$ cat config.mk
export PLATFORM = sky130hd
export DESIGN_NAME = div_sequencer
export DESIGN_NICKNAME = d
export VERILOG_FILES = /design/src/rtl/div_sequencer_pkg.sv /design/src/rtl/div_sequencer_step.sv /design/src/rtl/div_sequencer.sv
export SDC_FILE = /design/constraint.sdc
export NUM_CORES = 1
export LEC_CHECK = 0
export CAP_MARGIN = 20
export CORE_UTILIZATION = 45
export CTS_CLUSTER_DIAMETER = 30
export DETAILED_ROUTE_END_ITERATION = 10
export PLACE_DENSITY = 0.68
export SKIP_CTS_REPAIR_TIMING = 1
export SLEW_MARGIN = 25
export SYNTH_ARGS = -nofsm -noshare
export SYNTH_HDL_FRONTEND = slang
export SYNTH_SLANG_ARGS = --single-unit
$ cat constraint.sdc
create_clock -name clk -period 4 [get_ports clk]
set_clock_uncertainty 0.2 [all_clocks]
set_input_delay 0.4 -clock clk [delete_from_list [all_inputs] [get_ports clk]]
set_output_delay 0.4 -clock clk [all_outputs]
set_load 0.1 [all_outputs]
$ cat src/rtl/div_sequencer_pkg.sv
// Shared ISA definitions for the Execute-stage divide sequencer: ALU opcodes and FSM states.
package div_sequencer_pkg;

    localparam int unsigned ALUCONTROL_WIDTH = 6;

    localparam logic [ALUCONTROL_WIDTH-1:0] ALU_UDIV = 6'b101110;
    localparam logic [ALUCONTROL_WIDTH-1:0] ALU_SDIV = 6'b101111;

    typedef enum logic [1:0] {
        StIdle = 2'd0,
        StCalc = 2'd1,
        StFix  = 2'd2,
        StDone = 2'd3
    } div_state_e;

endpackage

$ cat src/rtl/div_sequencer_step.sv
// One radix-2 restoring divide iteration: shift in the next dividend bit, trial-subtract divisor.
module div_step #(
    parameter int unsigned WIDTH = 32
) (
    input  logic [WIDTH-1:0] rem_i,
    input  logic [WIDTH-1:0] q_i,
    input  logic [WIDTH-1:0] divisor_i,
    output logic [WIDTH-1:0] rem_o,
    output logic [WIDTH-1:0] q_o
);

    logic [WIDTH:0] shifted;
    logic [WIDTH:0] diff;

    always_comb begin
        shifted = {rem_i, q_i[WIDTH-1]};
        diff    = shifted - {1'b0, divisor_i};
        q_o     = {q_i[WIDTH-2:0], 1'b0};
        rem_o   = shifted[WIDTH-1:0];
        // Top bit of the widened difference is the borrow: clear means shifted >= divisor.
        if (!diff[WIDTH]) begin
            rem_o  = diff[WIDTH-1:0];
            q_o[0] = 1'b1;
        end
    end

endmodule

$ cat src/rtl/div_sequencer.sv
// Multi-cycle UDIV/SDIV sequencer beside the ALU; stalls F/D/E until quotient/remainder are ready.
module div_sequencer #(
    parameter int unsigned WIDTH            = 32,
    parameter int unsigned ALUCONTROL_WIDTH = div_sequencer_pkg::ALUCONTROL_WIDTH
) (
    input  logic                        clk,
    input  logic                        reset,
    input  logic                        StartE,
    input  logic [ALUCONTROL_WIDTH-1:0] ALUControlE,
    input  logic [WIDTH-1:0]            SrcAE,
    input  logic [WIDTH-1:0]            SrcBE,
    input  logic                        FlushE,
    output logic                        StallDivE,
    output logic                        DivDoneE,
    output logic [WIDTH-1:0]            QuotientE,
    output logic [WIDTH-1:0]            RemainderE,
    output logic                        DivByZeroE
);

    import div_sequencer_pkg::*;

    localparam int unsigned CntW = $clog2(WIDTH);

    div_state_e       state_q;
    logic [CntW-1:0]  cnt_q;
    logic [WIDTH-1:0] q_q, rem_q, dvsr_q;
    logic [WIDTH-1:0] quot_out_q, rem_out_q;
    logic             op_signed_q, sgn_q_q, sgn_r_q, dbz_q;

    logic             is_udiv, is_sdiv, go, div_zero;
    logic [WIDTH-1:0] a_mag, b_mag, step_rem, step_q;

    always_comb begin
        is_udiv  = (ALUControlE == ALUCONTROL_WIDTH'(ALU_UDIV));
        is_sdiv  = (ALUControlE == ALUCONTROL_WIDTH'(ALU_SDIV));
        go       = StartE && (is_udiv || is_sdiv) && !FlushE;
        div_zero = (SrcBE == '0);
        a_mag    = (is_sdiv && SrcAE[WIDTH-1]) ? -SrcAE : SrcAE;
        b_mag    = (is_sdiv && SrcBE[WIDTH-1]) ? -SrcBE : SrcBE;
    end

    div_step #(
        .WIDTH(WIDTH)
    ) u_step (
        .rem_i    (rem_q),
        .q_i      (q_q),
        .divisor_i(dvsr_q),
        .rem_o    (step_rem),
        .q_o      (step_q)
    );

    always_ff @(posedge clk or negedge reset) begin
        if (!reset) begin
            state_q     <= StIdle;
            cnt_q       <= '0;
            q_q         <= '0;
            rem_q       <= '0;
            dvsr_q      <= '0;
            quot_out_q  <= '0;
            rem_out_q   <= '0;
            op_signed_q <= 1'b0;
            sgn_q_q     <= 1'b0;
            sgn_r_q     <= 1'b0;
            dbz_q       <= 1'b0;
        end else begin
            unique case (state_q)
                StIdle: begin
                    if (go) begin
                        op_signed_q <= is_sdiv;
                        sgn_q_q     <= is_sdiv && (SrcAE[WIDTH-1] ^ SrcBE[WIDTH-1]);
                        sgn_r_q     <= is_sdiv && SrcAE[WIDTH-1];
                        q_q         <= a_mag;
                        dvsr_q      <= b_mag;
                        rem_q       <= '0;
                        cnt_q       <= CntW'(WIDTH - 1);
                        // A zero divisor skips the iteration and reports the dividend unchanged.
                        if (div_zero) begin
                            quot_out_q <= '0;
                            rem_out_q  <= SrcAE;
                            dbz_q      <= 1'b1;
                            state_q    <= StDone;
                        end else begin
                            dbz_q   <= 1'b0;
                            state_q <= StCalc;
                        end
                    end
                end
                StCalc: begin
                    if (FlushE) begin
                        state_q <= StIdle;
                    end else begin
                        rem_q <= step_rem;
                        q_q   <= step_q;
                        if (cnt_q == '0) begin
                            state_q <= StFix;
                        end else begin
                            cnt_q <= cnt_q - 1'b1;
                        end
                    end
                end
                StFix: begin
                    if (FlushE) begin
                        state_q <= StIdle;
                    end else begin
                        quot_out_q <= (op_signed_q && sgn_q_q) ? -q_q : q_q;
                        rem_out_q  <= (op_signed_q && sgn_r_q) ? -rem_q : rem_q;
                        state_q    <= StDone;
                    end
                end
                StDone: begin
                    state_q <= StIdle;
                end
                default: begin
                    state_q <= StIdle;
                end
            endcase
        end
    end

    always_comb begin
        StallDivE  = ((state_q == StIdle) && go && !div_zero) || (state_q == StCalc) ||
                     (state_q == StFix);
        DivDoneE   = (state_q == StDone);
        QuotientE  = quot_out_q;
        RemainderE = rem_out_q;
        DivByZeroE = dbz_q;
    end

endmodule
==> impl_metrics.prom <==
# TYPE chip_impl_metric gauge
chip_impl_info{name="outcome",value="finished, final reports clean"} 1
chip_impl_metric{name="syn_area_per_cell",unit="sq um"} 8.13
chip_impl_metric{name="synth_area",unit="sq um"} 11600
chip_impl_metric{name="nNetsFinal",unit=""} 1633
chip_impl_metric{name="postSynth.asyncResetShare",unit="%"} 100
chip_impl_metric{name="placeable_core_area",unit="sq um"} 25200
chip_impl_metric{name="antenna_cells_inserted",unit=""} 0
chip_impl_metric{name="maxSlewViolCount",unit=""} 0
chip_impl_metric{name="worst-endpoint-arrival",unit="ps"} 3090
chip_impl_metric{name="worst_skew_late_latency",unit="ps"} 430
chip_impl_metric{name="peakVddDrop",unit="mV"} 0.275
chip_impl_metric{name="totalWireLength",unit="um"} 29500
chip_impl_info{name="ys_dominant_reg_cell",value="dfrtp_1"} 1
chip_impl_metric{name="finalHoldViolations",unit=""} 0
chip_impl_metric{name="grt_usage",unit="%"} 23.2
chip_impl_metric{name="floorplan.io_pins",unit=""} 141
chip_impl_metric{name="grt_start_max_net_pins",unit=""} 116
chip_impl_metric{name="grt_pass1_vias",unit=""} 9714
chip_impl_metric{name="max-cap-violations",unit=""} 0
chip_impl_metric{name="synth_edf_count",unit=""} 0
chip_impl_metric{name="drc",unit=""} 0
chip_impl_metric{name="placement.io_buffers",unit=""} 140
chip_impl_info{name="critical_path.cell_chain",value="clkdlybuf4s50_1 -> nor3_1 -> nand2_1 -> or3_1 -> nor3_1 -> nand2_1 -> nor2_1 -> and3b_1 -> nor2_1 -> nor3_1 -> nor2_1 -> buf_12"} 1
chip_impl_info{name="tritoncts_clock_tree",value="yes"} 1
chip_impl_info{name="synthTopCellsByArea",value="dfrtp_1 37%, o21ai_0 7.5%, nand2_1 6.5%"} 1
chip_impl_metric{name="worst_path_largest_cell_delay",unit="ps"} 480
chip_impl_metric{name="place.gp.congestion",unit=""} 0.914
chip_impl_metric{name="critical_path.max_fanout",unit=""} 4
chip_impl_metric{name="number_of_cts_inserted_buffers",unit=""} 17
chip_impl_info{name="cp_slowest_cell",value="clkdlybuf4s50_1"} 1
chip_impl_info{name="yosys.area.top_type",value="dfrtp_1"} 1
chip_impl_metric{name="clock_sinks",unit=""} 171
chip_impl_metric{name="detailroute.via_count",unit=""} 10300
chip_impl_metric{name="seq_area_frac_synth",unit="%"} 37.0
chip_impl_metric{name="dieArea",unit="sq um"} 26300
chip_impl_metric{name="post_drt_via_cell_ratio",unit=""} 5.51
chip_impl_metric{name="cts.path.max_buffers",unit=""} 2
chip_impl_metric{name="grt_antenna_before_repair",unit=""} 0
chip_impl_metric{name="post-route-period-util",unit="%"} 92.2
chip_impl_metric{name="ant_nets",unit=""} 0
chip_impl_metric{name="power_per_cell_area",unit="nW/um^2"} 378
chip_impl_metric{name="synth.net_count",unit=""} 1535
chip_impl_metric{name="max_slew_margin",unit="%"} 32.0
chip_impl_metric{name="worstPathBufferInverterCount",unit=""} 2
chip_impl_info{name="grt_setup_unrepaired",value="false"} 1
chip_impl_info{name="crit_type",value="in2out"} 1
chip_impl_metric{name="timing.setup.tns",unit="ps"} 0
chip_impl_metric{name="worstMarginPinSlew",unit="ps"} 1020
chip_impl_info{name="critical-path-top-delay-family",value="simple AND/OR/NAND/NOR gates"} 1
chip_impl_metric{name="grt-ovfl-total",unit=""} 0
chip_impl_metric{name="layout-drive-gt1-share",unit="%"} 4.83
chip_impl_info{name="clock_tree.root_cell",value="clkbuf_16"} 1
chip_impl_metric{name="timing.final.crit_period",unit="ps"} 3690
chip_impl_metric{name="yosysUniqueCellTypes",unit=""} 62
chip_impl_info{name="mostFrequentLayoutCells",value="201 x nand2_1, 174 x o21ai_0, 171 x dfrtp_1, 138 x a21oi_1, 138 x clkdlybuf4s50_1"} 1
chip_impl_metric{name="postSynthRegisterBits",unit=""} 171
chip_impl_metric{name="place.detailed.hpwl",unit="um"} 22300
chip_impl_metric{name="placementRows",unit=""} 58
chip_impl_metric{name="timing.final.setup_violations",unit=""} 0
chip_impl_metric{name="fp.dieW",unit="um"} 162
chip_impl_metric{name="post_drt_wl_per_cell",unit="um"} 15.8
chip_impl_info{name="most_common_cell_after_layout_fill_and_taps_aside",value="nand2_1"} 1
chip_impl_metric{name="drt_pre_antenna_iters",unit=""} 5
chip_impl_metric{name="first_pass_grt_wire_length",unit="um"} 49100
chip_impl_metric{name="power.leakage",unit="nW"} 5.85
chip_impl_metric{name="drt_iter0_markers",unit=""} 759
chip_impl_metric{name="finalHoldWorstSlack",unit="ps"} 276
chip_impl_metric{name="crit_required",unit="ps"} 3400
chip_impl_metric{name="yosysWarnings",unit=""} 0
chip_impl_info{name="hold_path_class",value="reg2reg"} 1
chip_impl_metric{name="max_freq",unit="GHz"} 0.271
chip_impl_metric{name="synthesis.instances",unit=""} 1422
chip_impl_metric{name="start_util",unit="%"} 45.9
chip_impl_info{name="setup.worst_path.end_class",value="output pin"} 1
chip_impl_metric{name="layout_fillers",unit=""} 2365
chip_impl_info{name="cp-start-kind",value="input port"} 1
chip_impl_metric{name="clk_pin_slew",unit="ps"} 70
chip_impl_metric{name="vert_die_dim",unit="um"} 162
chip_impl_metric{name="htree_levels",unit=""} 4
chip_impl_metric{name="syn2layout_area_growth",unit="%"} 19.9
chip_impl_metric{name="post-synth-top-area-fraction",unit="%"} 37.0
path summary, 6_finish.rpt:
check	slack (ps)	start	to	cells after the start
setup / recovery	310	SrcBE[14]	StallDivE	12
hold / removal	280	QuotientE[7]	QuotientE[7]	2
setup reg to reg	610	q_q[5]	QuotientE[31]	10
hold reg to reg	280	QuotientE[7]	QuotientE[7]	2
max in group asynchronous	2310	reset	rem_q[23]	3
min in group asynchronous	400	reset	QuotientE[9]	2
routing by layer:
| layer | global-route usage (%) | part of all wire [%] |
|---|---|---|
| met5 | 0 | 0 |
| met4 | 6.82 | 1.7 |
| met3 | 2.53 | 4.0 |
| met2 | 38.1 | 46 |
| met1 | 32.1 | 48 |
power by group:
| group | switching, mW | internal (mW) |
|---|---|---|
| Clock | 0.717 | 0.996 |
| Sequential | 0.226 | 1.91 |
| Combinational | 0.783 | 0.608 |
cells in the mapped netlist (8+ instances only):
cell type	count
and3_1	11
xor2_1	67
inv_1	48
dfrtp_1	171
a22o_1	14
xnor2_1	78
buf_2	8
a21o_1	17
o21ai_0	174
nand2_1	201
clkbuf_1	66
nor4_1	15
a31oi_1	14
o31ai_1	33
nand3_1	27
a21oi_1	138
nand2b_1	15
ha_1	38
nor3_1	27
nor2_1	124
mux2i_1	26
or3_1	17
metrics by stage:
step	cells	setup WS [ps]	instance area, sq um	util, %	total power, mW
6_report	1863	314	13900	55.0	5.24
5_1_grt	1863	95.6	13900	55.0	5.52
4_1_cts	1862	302	13800	55.0	5.25
2_1_floorplan	1422	766	11600	-	3.09
3_3_place_gp	1830	344	13200	52.6	3.51
3_5_place_dp	1830	304	13200	52.6	3.54
sequential cells by signal, indices dropped and copies added (netlist names), 2 cells and up:
register / count
cnt_q: 5
q_q: 32
state_q: 2
RemainderE: 32
QuotientE: 32
rem_q: 32
dvsr_q: 32
cell families after synthesis:
family | after synthesis | share of synthesized area, %
compound gates | 437 | 21.9
xor+xnor | 145 | 11.0
fa+ha+maj | 39 | 4.29
buf+inv | 127 | 4.54
flops | 171 | 37.0
mux | 26 | 2.25
simple gates | 477 | 18.9
area by class of cell:
class                           count  area [sq um]  share of cell area (%)
Multi-Input combinational cell   1124          6790                    49.0
Timing Repair Buffer              158          1590                    11.5
Clock buffer                       21           480                    3.47
Inverter                           48           180                    1.30
Clock inverter                     11           134                   0.966
Sequential cell                   171          4280                    30.9
Tap cell                          330           413                    2.98
worst min-delay path: stages (launching register included):
cell and delay (ps):
dfrtp_1 340, nand2_1 50, o31ai_1 50
Note: power is estimated with default switching activity, not from simulation.
